**src/rtl/hilo_pkg.sv**
```systemverilog
// hilo_pkg: shared types and constants for the HI/LO multiply/divide unit.
//   hilo_op_t      - issue opcode carried on op_i
//   muldiv_state_t - control FSM states
//   HILO_WE_*      - write-enable encodings for hilo_we_o (bit1 = HI, bit0 = LO)
package hilo_pkg;

  typedef enum logic [2:0] {
    OP_NOP   = 3'd0,
    OP_MULT  = 3'd1,
    OP_MULTU = 3'd2,
    OP_DIV   = 3'd3,
    OP_DIVU  = 3'd4,
    OP_MTHI  = 3'd5,
    OP_MTLO  = 3'd6
  } hilo_op_t;

  typedef enum logic [1:0] {
    ST_IDLE = 2'd0,
    ST_MUL  = 2'd1,
    ST_DIV  = 2'd2,
    ST_DONE = 2'd3
  } muldiv_state_t;

  localparam logic [1:0] HILO_WE_NONE = 2'b00;
  localparam logic [1:0] HILO_WE_HI   = 2'b10;
  localparam logic [1:0] HILO_WE_LO   = 2'b01;
  localparam logic [1:0] HILO_WE_BOTH = 2'b11;

endpackage

```
**src/rtl/hilo_muldiv_div_iter.sv**
```systemverilog
// div_iter: unsigned restoring radix-2 divider core, one quotient bit per step.
//   clk_i, rst_i   - clock, async active-high reset
//   load_i         - capture dividend/divisor, clear partial remainder and step count
//   step_i         - perform one iteration
//   dividend_i     - unsigned dividend magnitude
//   divisor_i      - unsigned divisor magnitude
//   last_o         - the current step is the WIDTH-th (final) one
//   quo_nxt_o      - quotient after the current step
//   rem_nxt_o      - partial remainder after the current step
// The *_nxt outputs let the owner capture the final result on the same edge
// that performs the last step, so no extra cycle is spent on readout.
module div_iter #(
  parameter int WIDTH = 32
) (
  input  logic             clk_i,
  input  logic             rst_i,
  input  logic             load_i,
  input  logic             step_i,
  input  logic [WIDTH-1:0] dividend_i,
  input  logic [WIDTH-1:0] divisor_i,
  output logic             last_o,
  output logic [WIDTH-1:0] quo_nxt_o,
  output logic [WIDTH-1:0] rem_nxt_o
);

  localparam int CW = (WIDTH > 1) ? $clog2(WIDTH) : 1;

  logic [WIDTH-1:0] rem_q, quo_q, dvs_q;
  logic [CW-1:0]    cnt_q;
  logic [WIDTH:0]   shifted;
  logic             fits;

  // Quotient register doubles as the dividend shift register: its MSB feeds
  // the partial remainder, the new quotient bit enters at the LSB.
  assign shifted   = {rem_q, quo_q[WIDTH-1]};
  assign fits      = shifted >= {1'b0, dvs_q};
  // Partial remainder always stays below the divisor, so WIDTH bits suffice.
  assign rem_nxt_o = fits ? WIDTH'(shifted - {1'b0, dvs_q}) : WIDTH'(shifted);
  assign quo_nxt_o = {quo_q[WIDTH-2:0], fits};
  assign last_o    = (cnt_q == CW'(WIDTH-1));

  always_ff @(posedge clk_i or posedge rst_i) begin
    if (rst_i) begin
      rem_q <= '0;
      quo_q <= '0;
      dvs_q <= '0;
      cnt_q <= '0;
    end else if (load_i) begin
      rem_q <= '0;
      quo_q <= dividend_i;
      dvs_q <= divisor_i;
      cnt_q <= '0;
    end else if (step_i) begin
      rem_q <= rem_nxt_o;
      quo_q <= quo_nxt_o;
      cnt_q <= cnt_q + CW'(1);
    end
  end

endmodule

```
**src/rtl/hilo_muldiv.sv**
```systemverilog
// hilo_muldiv: EX-stage multi-cycle HI/LO producer (MULT/MULTU/DIV/DIVU/MTHI/MTLO).
//   clk_i, rst_i  - clock, async active-high reset
//   flush_i       - pipeline flush, aborts any operation and suppresses the write
//   start_i, op_i - issue request and opcode (hilo_op_t)
//   src_a_i       - rs: dividend / multiplicand / MTHI-MTLO data
//   src_b_i       - rt: divisor / multiplier
//   stall_o       - hold ID/EX while a multiply/divide is in flight
//   valid_o       - one-cycle result pulse
//   hilo_we_o     - {write HI, write LO}
//   hi_o, lo_o    - registered HI/LO write data (hold between results)
module hilo_muldiv
  import hilo_pkg::*;
#(
  parameter int WIDTH = 32
) (
  input  logic             clk_i,
  input  logic             rst_i,
  input  logic             flush_i,
  input  logic             start_i,
  input  logic [2:0]       op_i,
  input  logic [WIDTH-1:0] src_a_i,
  input  logic [WIDTH-1:0] src_b_i,
  output logic             stall_o,
  output logic             valid_o,
  output logic [1:0]       hilo_we_o,
  output logic [WIDTH-1:0] hi_o,
  output logic [WIDTH-1:0] lo_o
);

  muldiv_state_t state_q, state_d;
  hilo_op_t      op;

  logic accept, is_mul, is_div, is_mt, div_sgn;

  logic [WIDTH-1:0]   opa_q, opb_q, hi_q, lo_q;
  logic               mul_sgn_q, sign_q_q, sign_r_q, div_zero_q;
  logic [1:0]         we_q;
  logic [2*WIDTH-1:0] ext_a, ext_b, prod;
  logic [WIDTH-1:0]   abs_a, abs_b, quo_nxt, rem_nxt, quo_fix, rem_fix;
  logic               div_last;

  assign op      = hilo_op_t'(op_i);
  assign is_mul  = (op == OP_MULT) || (op == OP_MULTU);
  assign is_div  = (op == OP_DIV)  || (op == OP_DIVU);
  assign is_mt   = (op == OP_MTHI) || (op == OP_MTLO);
  assign div_sgn = (op == OP_DIV);
  assign accept  = (state_q == ST_IDLE) && start_i && !flush_i;

  // Divider works on magnitudes; signs are restored after the last step.
  assign abs_a = (div_sgn && src_a_i[WIDTH-1]) ? -src_a_i : src_a_i;
  assign abs_b = (div_sgn && src_b_i[WIDTH-1]) ? -src_b_i : src_b_i;

  // Sign/zero extension to 2*WIDTH lets one unsigned multiplier cover both
  // MULT and MULTU; the low 2*WIDTH bits of the product are exact either way.
  assign ext_a = {{WIDTH{mul_sgn_q & opa_q[WIDTH-1]}}, opa_q};
  assign ext_b = {{WIDTH{mul_sgn_q & opb_q[WIDTH-1]}}, opb_q};
  assign prod  = ext_a * ext_b;

  assign quo_fix = sign_q_q ? -quo_nxt : quo_nxt;
  assign rem_fix = sign_r_q ? -rem_nxt : rem_nxt;

  div_iter #(.WIDTH(WIDTH)) u_div_iter (
    .clk_i      (clk_i),
    .rst_i      (rst_i),
    .load_i     (accept && is_div),
    .step_i     (state_q == ST_DIV),
    .dividend_i (abs_a),
    .divisor_i  (abs_b),
    .last_o     (div_last),
    .quo_nxt_o  (quo_nxt),
    .rem_nxt_o  (rem_nxt)
  );

  // State register
  always_ff @(posedge clk_i or posedge rst_i) begin
    if (rst_i) state_q <= ST_IDLE;
    else        state_q <= state_d;
  end

  // Next state
  always_comb begin
    state_d = state_q;
    if (flush_i) begin
      state_d = ST_IDLE;
    end else begin
      case (state_q)
        ST_IDLE: if (start_i) begin
          if (is_mul)      state_d = ST_MUL;
          else if (is_div) state_d = ST_DIV;
          else if (is_mt)  state_d = ST_DONE;
        end
        ST_MUL:  state_d = ST_DONE;
        ST_DIV:  if (div_last) state_d = ST_DONE;
        ST_DONE: state_d = ST_IDLE;
        default: state_d = ST_IDLE;
      endcase
    end
  end

  // Outputs: a flush in the DONE cycle kills the write.
  always_comb begin
    stall_o   = (state_q == ST_MUL) || (state_q == ST_DIV) ||
                (accept && (is_mul || is_div));
    valid_o   = (state_q == ST_DONE) && !flush_i;
    hilo_we_o = valid_o ? we_q : HILO_WE_NONE;
  end

  // Operand capture and result registers
  always_ff @(posedge clk_i or posedge rst_i) begin
    if (rst_i) begin
      opa_q      <= '0;
      opb_q      <= '0;
      mul_sgn_q  <= 1'b0;
      sign_q_q   <= 1'b0;
      sign_r_q   <= 1'b0;
      div_zero_q <= 1'b0;
      hi_q       <= '0;
      lo_q       <= '0;
      we_q       <= HILO_WE_NONE;
    end else begin
      if (accept) begin
        opa_q      <= src_a_i;
        opb_q      <= src_b_i;
        mul_sgn_q  <= (op == OP_MULT);
        sign_q_q   <= div_sgn && (src_a_i[WIDTH-1] ^ src_b_i[WIDTH-1]);
        sign_r_q   <= div_sgn && src_a_i[WIDTH-1];
        div_zero_q <= (src_b_i == '0);
        if (op == OP_MTHI) begin
          hi_q <= src_a_i;
          lo_q <= '0;
          we_q <= HILO_WE_HI;
        end else if (op == OP_MTLO) begin
          hi_q <= '0;
          lo_q <= src_a_i;
          we_q <= HILO_WE_LO;
        end
      end
      if (state_q == ST_MUL && !flush_i) begin
        hi_q <= prod[2*WIDTH-1:WIDTH];
        lo_q <= prod[WIDTH-1:0];
        we_q <= HILO_WE_BOTH;
      end
      if (state_q == ST_DIV && div_last && !flush_i) begin
        // Divide by zero reports the original dividend, unsigned-style.
        if (div_zero_q) begin
          hi_q <= opa_q;
          lo_q <= '1;
        end else begin
          hi_q <= rem_fix;
          lo_q <= quo_fix;
        end
        we_q <= HILO_WE_BOTH;
      end
    end
  end

  assign hi_o = hi_q;
  assign lo_o = lo_q;

endmodule
```
**config.mk**
```make
export PLATFORM = sky130hd
export DESIGN_NAME = hilo_muldiv
export DESIGN_NICKNAME = d
export VERILOG_FILES = /design/src/rtl/hilo_pkg.sv /design/src/rtl/hilo_muldiv_div_iter.sv /design/src/rtl/hilo_muldiv.sv
export SDC_FILE = /design/constraint.sdc
export NUM_CORES = 2
export LEC_CHECK = 0
export ABC_AREA = 1
export BUFFER_PORTS_ARGS = -buffer_cell sky130_fd_sc_hd__buf_2
export CAP_MARGIN = 25
export CORE_ASPECT_RATIO = 0.8
export CORE_MARGIN = 2
export CORE_UTILIZATION = 65
export CTS_CLUSTER_SIZE = 30
export DETAILED_ROUTE_END_ITERATION = 12
export PLACE_DENSITY = 0.82
export SLEW_MARGIN = 20
export SYNTH_ARGS = -nofsm -noshare
export SYNTH_HDL_FRONTEND = slang
export SYNTH_SLANG_ARGS = --single-unit
```
**constraint.sdc**
```tcl
create_clock -name clk_i -period 14.8 [get_ports clk_i]
set_input_delay 1.48 -clock clk_i [delete_from_list [all_inputs] [get_ports clk_i]]
set_output_delay 1.48 -clock clk_i [all_outputs]
set_load 0.03 [all_outputs]
```
# After elaboration in Yosys (flattened, before gate mapping)
# Index checks and enable logic that the tools add are counted.
[word_totals]
regBits = 237
latch_bits = 0
mem_bits_rw = 0
mem_bits_ro = 0
input_bits = 71
out_inout_bits = 68
word_cells = 99
mem_count = 0
[op_classes]
n_addsub = 6
mul = 1
n_div = 0
magnitude_cmp = 1
n_eq_ne = 13
n_shift = 0
mux = 36
bitwise = 3
reduce_logical = 25
[op_table]
columns = ["cell", "count"]
rows = [
  ["32-bit two-way mux", 21],
  ["32-bit negation", 4],
  ["33-bit by 33-bit multiplier with 64-bit output", 1],
  ["33-bit by 32-bit greater-or-equal comparator with 1-bit output", 1],
  ["32-bit zero test", 1],
  ["32-bit subtractor", 1],
  ["2-bit two-way mux", 12],
  ["1-bit logical AND", 11],
  ["5-bit two-way mux", 2],
  ["3-bit == test (second input constant)", 3],
  ["2-bit case mux with 4 select lines", 1],
  ["3-bit by 2-bit == test with 1-bit output (second input constant)", 2],
  ["1-bit logical OR", 6],
  ["3-bit inequality test (second input constant)", 2],
  ["5-bit by 1-bit adder with 5-bit output (second input constant)", 1],
  ["5-bit == test (second input constant)", 1],
  ["5-bit inequality test (second input constant)", 1],
  ["2-bit == test (second input constant)", 2],
  ["4-bit nonzero test", 1],
  ["3-bit by 1-bit == test with 1-bit output (second input constant)", 1],
  ["3-bit AND reduction", 1],
  ["3-bit nonzero test", 1],
  ["1-bit bitwise AND", 2],
  ["2-bit by 1-bit == test with 1-bit output (second input constant)", 1],
  ["5 further kinds", 5],
]

# Longest topological paths before layout
[logic_depth]
word_depth = 8
depth_mapped = 39
depth_no_buf = 37

# Modules after synthesis
# From an unflattened synthesis, not the netlist that was laid out.
[unflattened]
hier_cells = 7574
hier_area_um2 = 56884.6
[modules_own_cells]
columns = ["mod", "instances", "cells_each", "area_each_um2", "seq_area_each_um2"]
rows = [
  ["hilo_muldiv", 1, 6428, 49419.9, 3403.3],
  ["div_iter", 1, 1146, 7464.7, 2527.4],
]

# Least setup slack after synthesis
# No wires, ideal clock.
[synth_path]
path_type = "register to register"
startpoint = "reg opa_q[31]"
endpoint = "reg hi_q[19] (netlist: hi_o[19])"
setup_ps = 128
arrival_time_ps = 7474
required_ps = 14672
path_slack_ps = 7198
stages_incl_launch_ff = 28
n_path_buf = 2
period_less_slack_ps = 7602
path_cell_list = "dfrtp_1 -> clkbuf_1 -> clkbuf_1 -> nand2_1 -> nor2_1 -> fa_1 -> inv_1 -> fa_1 -> inv_1 -> fa_1 -> fa_1 -> inv_1 -> fa_1 -> inv_1 -> fa_1 -> inv_1 -> fa_1 -> fa_1 -> inv_1 -> ha_1 -> a21oi_1 -> inv_1 -> nor2_1 -> a21boi_0 -> nand2_1 -> or2_2 -> a311oi_1 -> a21oi_2"
[synth_via]
elab_chain_cells = 4
[synth_lines]
columns = ["element", "line", "text"]
rows = [
  ["start: declaration", "hilo_muldiv.sv:35", "logic [WIDTH-1:0] opa_q, opb_q, hi_q, lo_q;"],
  ["start signal: assignment", "hilo_muldiv.sv:122", "opa_q <= src_a_i;"],
  ["1-bit bitwise AND", "hilo_muldiv.sv:55", "assign ext_a = {{WIDTH{mul_sgn_q & opa_q[WIDTH-1]}}, opa_q};"],
  ["33-bit by 33-bit multiplier with 64-bit output *", "hilo_muldiv.sv:57", "assign prod = ext_a * ext_b;"],
  ["32-bit two-way mux *", "hilo_muldiv.sv:138", "if (state_q == ST_MUL && !flush_i) begin"],
  ["32-bit two-way mux *", "hilo_muldiv.sv:143", "if (state_q == ST_DIV && div_last && !flush_i) begin"],
  ["end signal: assignment", "hilo_muldiv.sv:139", "hi_q <= prod[2*WIDTH-1:WIDTH];"],
  ["end signal: assignment", "hilo_muldiv.sv:146", "hi_q <= opa_q;"],
  ["end signal: assignment", "hilo_muldiv.sv:149", "hi_q <= rem_fix;"],
  ["end: declaration", "hilo_muldiv.sv:35", ""],
]
# Every way passes the cells marked *; elsewhere a longest branch is shown, timed or not.
# A chain may end at the register's enable or synchronous reset.

# Final worst setup path
[layout_path]
startpoint = "reg opb_q[0]"
endpoint = "reg hi_q[29] (netlist: hi_o[29])"
[layout_via]
elab_chain_cells = 3
[layout_lines]
columns = ["element", "line", "text"]
rows = [
  ["start: declaration", "hilo_muldiv.sv:35", ""],
  ["start signal: assignment", "hilo_muldiv.sv:123", "opb_q <= src_b_i;"],
  ["33-bit by 33-bit multiplier with 64-bit output", "hilo_muldiv.sv:57", ""],
  ["32-bit two-way mux", "hilo_muldiv.sv:138", ""],
  ["32-bit two-way mux", "hilo_muldiv.sv:143", ""],
]
# No other way between the ends.

==> metrics.yaml <==
floorplan:
  core_area_mm2: 0.08427
  die-area_mm2: 0.08784
  start_util_pct: 65.93
  fp.dieH_um: 265.5
  die_w_um: 330.9
  rows: 95
  num_io_pins: 139
yosys:
  async_reset_ff_share_pct: 100.0
  seq_area_frac_synth_pct: 10.67
  ys.flop_type: "dfrtp_1"
  ys_warn_count: 0
  synth_cell_types: 61
  yosys_register_bits: 237
  syn_area_per_cell_um2: 7.611
  synth_area_mm2: 0.05556
  syn_nets: 8751
  syn_inst: 7300
  synth_edf_count: 0
route:
  detail-route-antenna-nets: 0
  drt-initial-drc-count: 5299
  drt_wl_total_um: 179200
  viasPerCell: 5.794
  dr_total_vias: 48375
  drc: 0
  wl_per_cell_um: 21.47
  drt_pass1_iterations: 9
sta:
  timing.slew.headroom_pct: 16.76
  tns_ps: 0
  fmax_mhz: 111.1
  setup_viol_count_final: 0
  finalCriticalPeriod_ps: 9003
  rsz0062_at_grt: "false"
  skew_ps: 28.99
  worst_pin_slew_ps: 1235
  slew_viol_final: 0
  hold_viol_final: 0
  fin_crit_sh_pct: 60.83
clocking:
  ctsHoldBuffers: 0
  clkTransAtPathRegs_ps: 70
  cts_buffers: 27
  cts_resized: 0
  cts_tree: "yes"
  post-cts-setup-buffers: 0
  cts_max_level: 1
  clock-root-buffer: "clkbuf_16"
  clock_sinks: 237
  insertion_delay_ps: 620
  cts.path.max_buffers: 3
cells_and_area:
  area_delta_synth_final_pct: 4.427
  final_cell_mix: "inv_1 (1,915), nand2_1 (1,867), fa_1 (1,126), nor2_1 (391), ha_1 (254)"
  drive_gt1_share_pct: 5.217
  nFillCells: 6929
  num-nets-final: 8657
  layout_commonest_cell: "inv_1"
global_route:
  grt_usage_pct: 42.00
  use_met2_pct: 62.69
  grt_antenna_before_repair: 7
  grt_remaining_overflow: 0
  grt_max_degree: 86
  grt_pass1_wl_um: 279500
  grt.met1_usage_pct: 58.13
  grt_pass1_vias: 49207
  top_usage_layer: "met2"
  grtUsageMet3_pct: 9.046
worst_setup_path:
  end_kind: "flop"
  critPathKind: "reg -> reg"
  cp.arrival_ps: 9510
  critPathLaunchType: "flop"
  critPathMaxFanout: 29
  max_stage_delay_ps: 620
  cp_slowest_cell: "fa_1"
  cp.required_ps: 15300
  critPathBufInv: 5
  crit_family: "adder cells"
  crit_top_cell: "nand2_1"
placed_design:
  routabilityCongestion: 1.055
  portBuffers: 138
  dpl.hpwl_um: 142300
outcome:
  outcome: "completed"
run:
  drv_cap: 0
hold_path:
  hold_class: "reg -> reg"
-- path summary, 6_finish.rpt --
path / start / end / slack, ps / depth (start not counted)
max: opb_q[0] / hi_o[29] / 5800 / 32
min: we_q[1] / we_q[1] / 490 / 2
max reg2reg: opb_q[0] / hi_o[29] / 5800 / 32
min reg2reg: we_q[1] / we_q[1] / 490 / 2
max in group asynchronous: rst_i / opa_q[26] / 11660 / 6
min in group asynchronous: rst_i / opb_q[13] / 970 / 2
-- worst register-to-register path: cells and delay by family (launching register included) --
family / cells / cell delay, ps
adder cells (fa/ha/maj): 9 / 4530
AND/OR/NAND/NOR: 15 / 2270
buffers and inverters: 5 / 1030
AO/OA/AOI/OAI: 3 / 650
flip-flops: 1 / 420
-- per-layer routing --
layer	vias to the layer above	routed length [um]
li1	21074	-
met1	23720	68170
met2	3019	78280
met3	560	21290
met4	2	11500
met5	-	11
-- logic make-up (layout without fill, tap and decap cells) --
family	after synthesis	after routing	share of synthesized area, %
fa+ha+maj	1380	1380	46.29
buf+inv	2289	2216	15.55
xor+xnor	86	86	1.356
compound gates	668	668	7.011
other cells	0	7	0
simple gates	2640	2640	19.11
flops	237	237	10.67
-- stage by stage --
step	utilization, %	setup WS, ps	instances	instance area (um^2)	hold WS, ps
after floorplan	-	6817	7300	55560	445.5
after global placement	67.64	6023	8286	57000	466.6
after detailed placement	67.72	5801	8290	57070	473.7
after CTS	68.80	5762	8340	57980	489.4
after global routing	68.84	5267	8347	58010	507.1
final	68.84	5797	8349	58020	486.4
-- layout make-up --
class / instances / area, um^2 / share of cell area (%)
multi-input combinational: 4774 / 41020 / 70.71
clock inverter: 15 / 163.9 / 0.2825
clock buffer: 35 / 745.7 / 1.285
sequential: 237 / 5933 / 10.23
inverter: 1925 / 7234 / 12.47
timing repair buffer: 241 / 1506 / 2.597
antenna: 7 / 17.52 / 0.03019
tap: 1115 / 1395 / 2.405
-- cells in the mapped netlist (7+ instances only) --
master,instances,area [um^2]
inv_1,1919,7203
nand2_1,1867,7008
fa_1,1126,22540
nor2_1,396,1486
clkbuf_1,332,1246
ha_1,254,3178
o21ai_0,246,1231
dfrtp_1,237,5931
nand3_1,229,1146
a21oi_1,199,996.0
xor2_1,52,455.4
a31oi_1,44,275.3
o22ai_1,37,231.5
xnor2_1,34,297.8
nor3_1,32,160.2
o221ai_1,30,262.8
nand4_1,28,175.2
nand2_2,22,137.6
buf_1,20,75.07
o211ai_1,13,97.59
or2_2,12,75.07
o21bai_1,11,82.58
a221oi_1,9,78.83
o31ai_1,9,67.56
buf_2,8,40.04
nand3b_1,8,60.06
nor2_2,8,50.05
o2111ai_1,8,70.07
o21ai_2,8,70.07
a22oi_1,7,52.55
and3_1,7,43.79
nor3_2,7,70.07
-- state kept, by name (all words and copies together), names as in the netlist, 2 cells and up --
| register | flops |
|---|---|
| u_div_iter.rem_q | 32 |
| opb_q | 32 |
| state_q | 2 |
| opa_q | 32 |
| u_div_iter.quo_q | 32 |
| u_div_iter.cnt_q | 5 |
| we_q | 2 |
| lo_o | 32 |
| hi_o | 32 |
| u_div_iter.dvs_q | 32 |
Power is left out: the tool's default activity adds up to more than one toggle a clock period on the data nets, which glitch-free logic cannot reach.
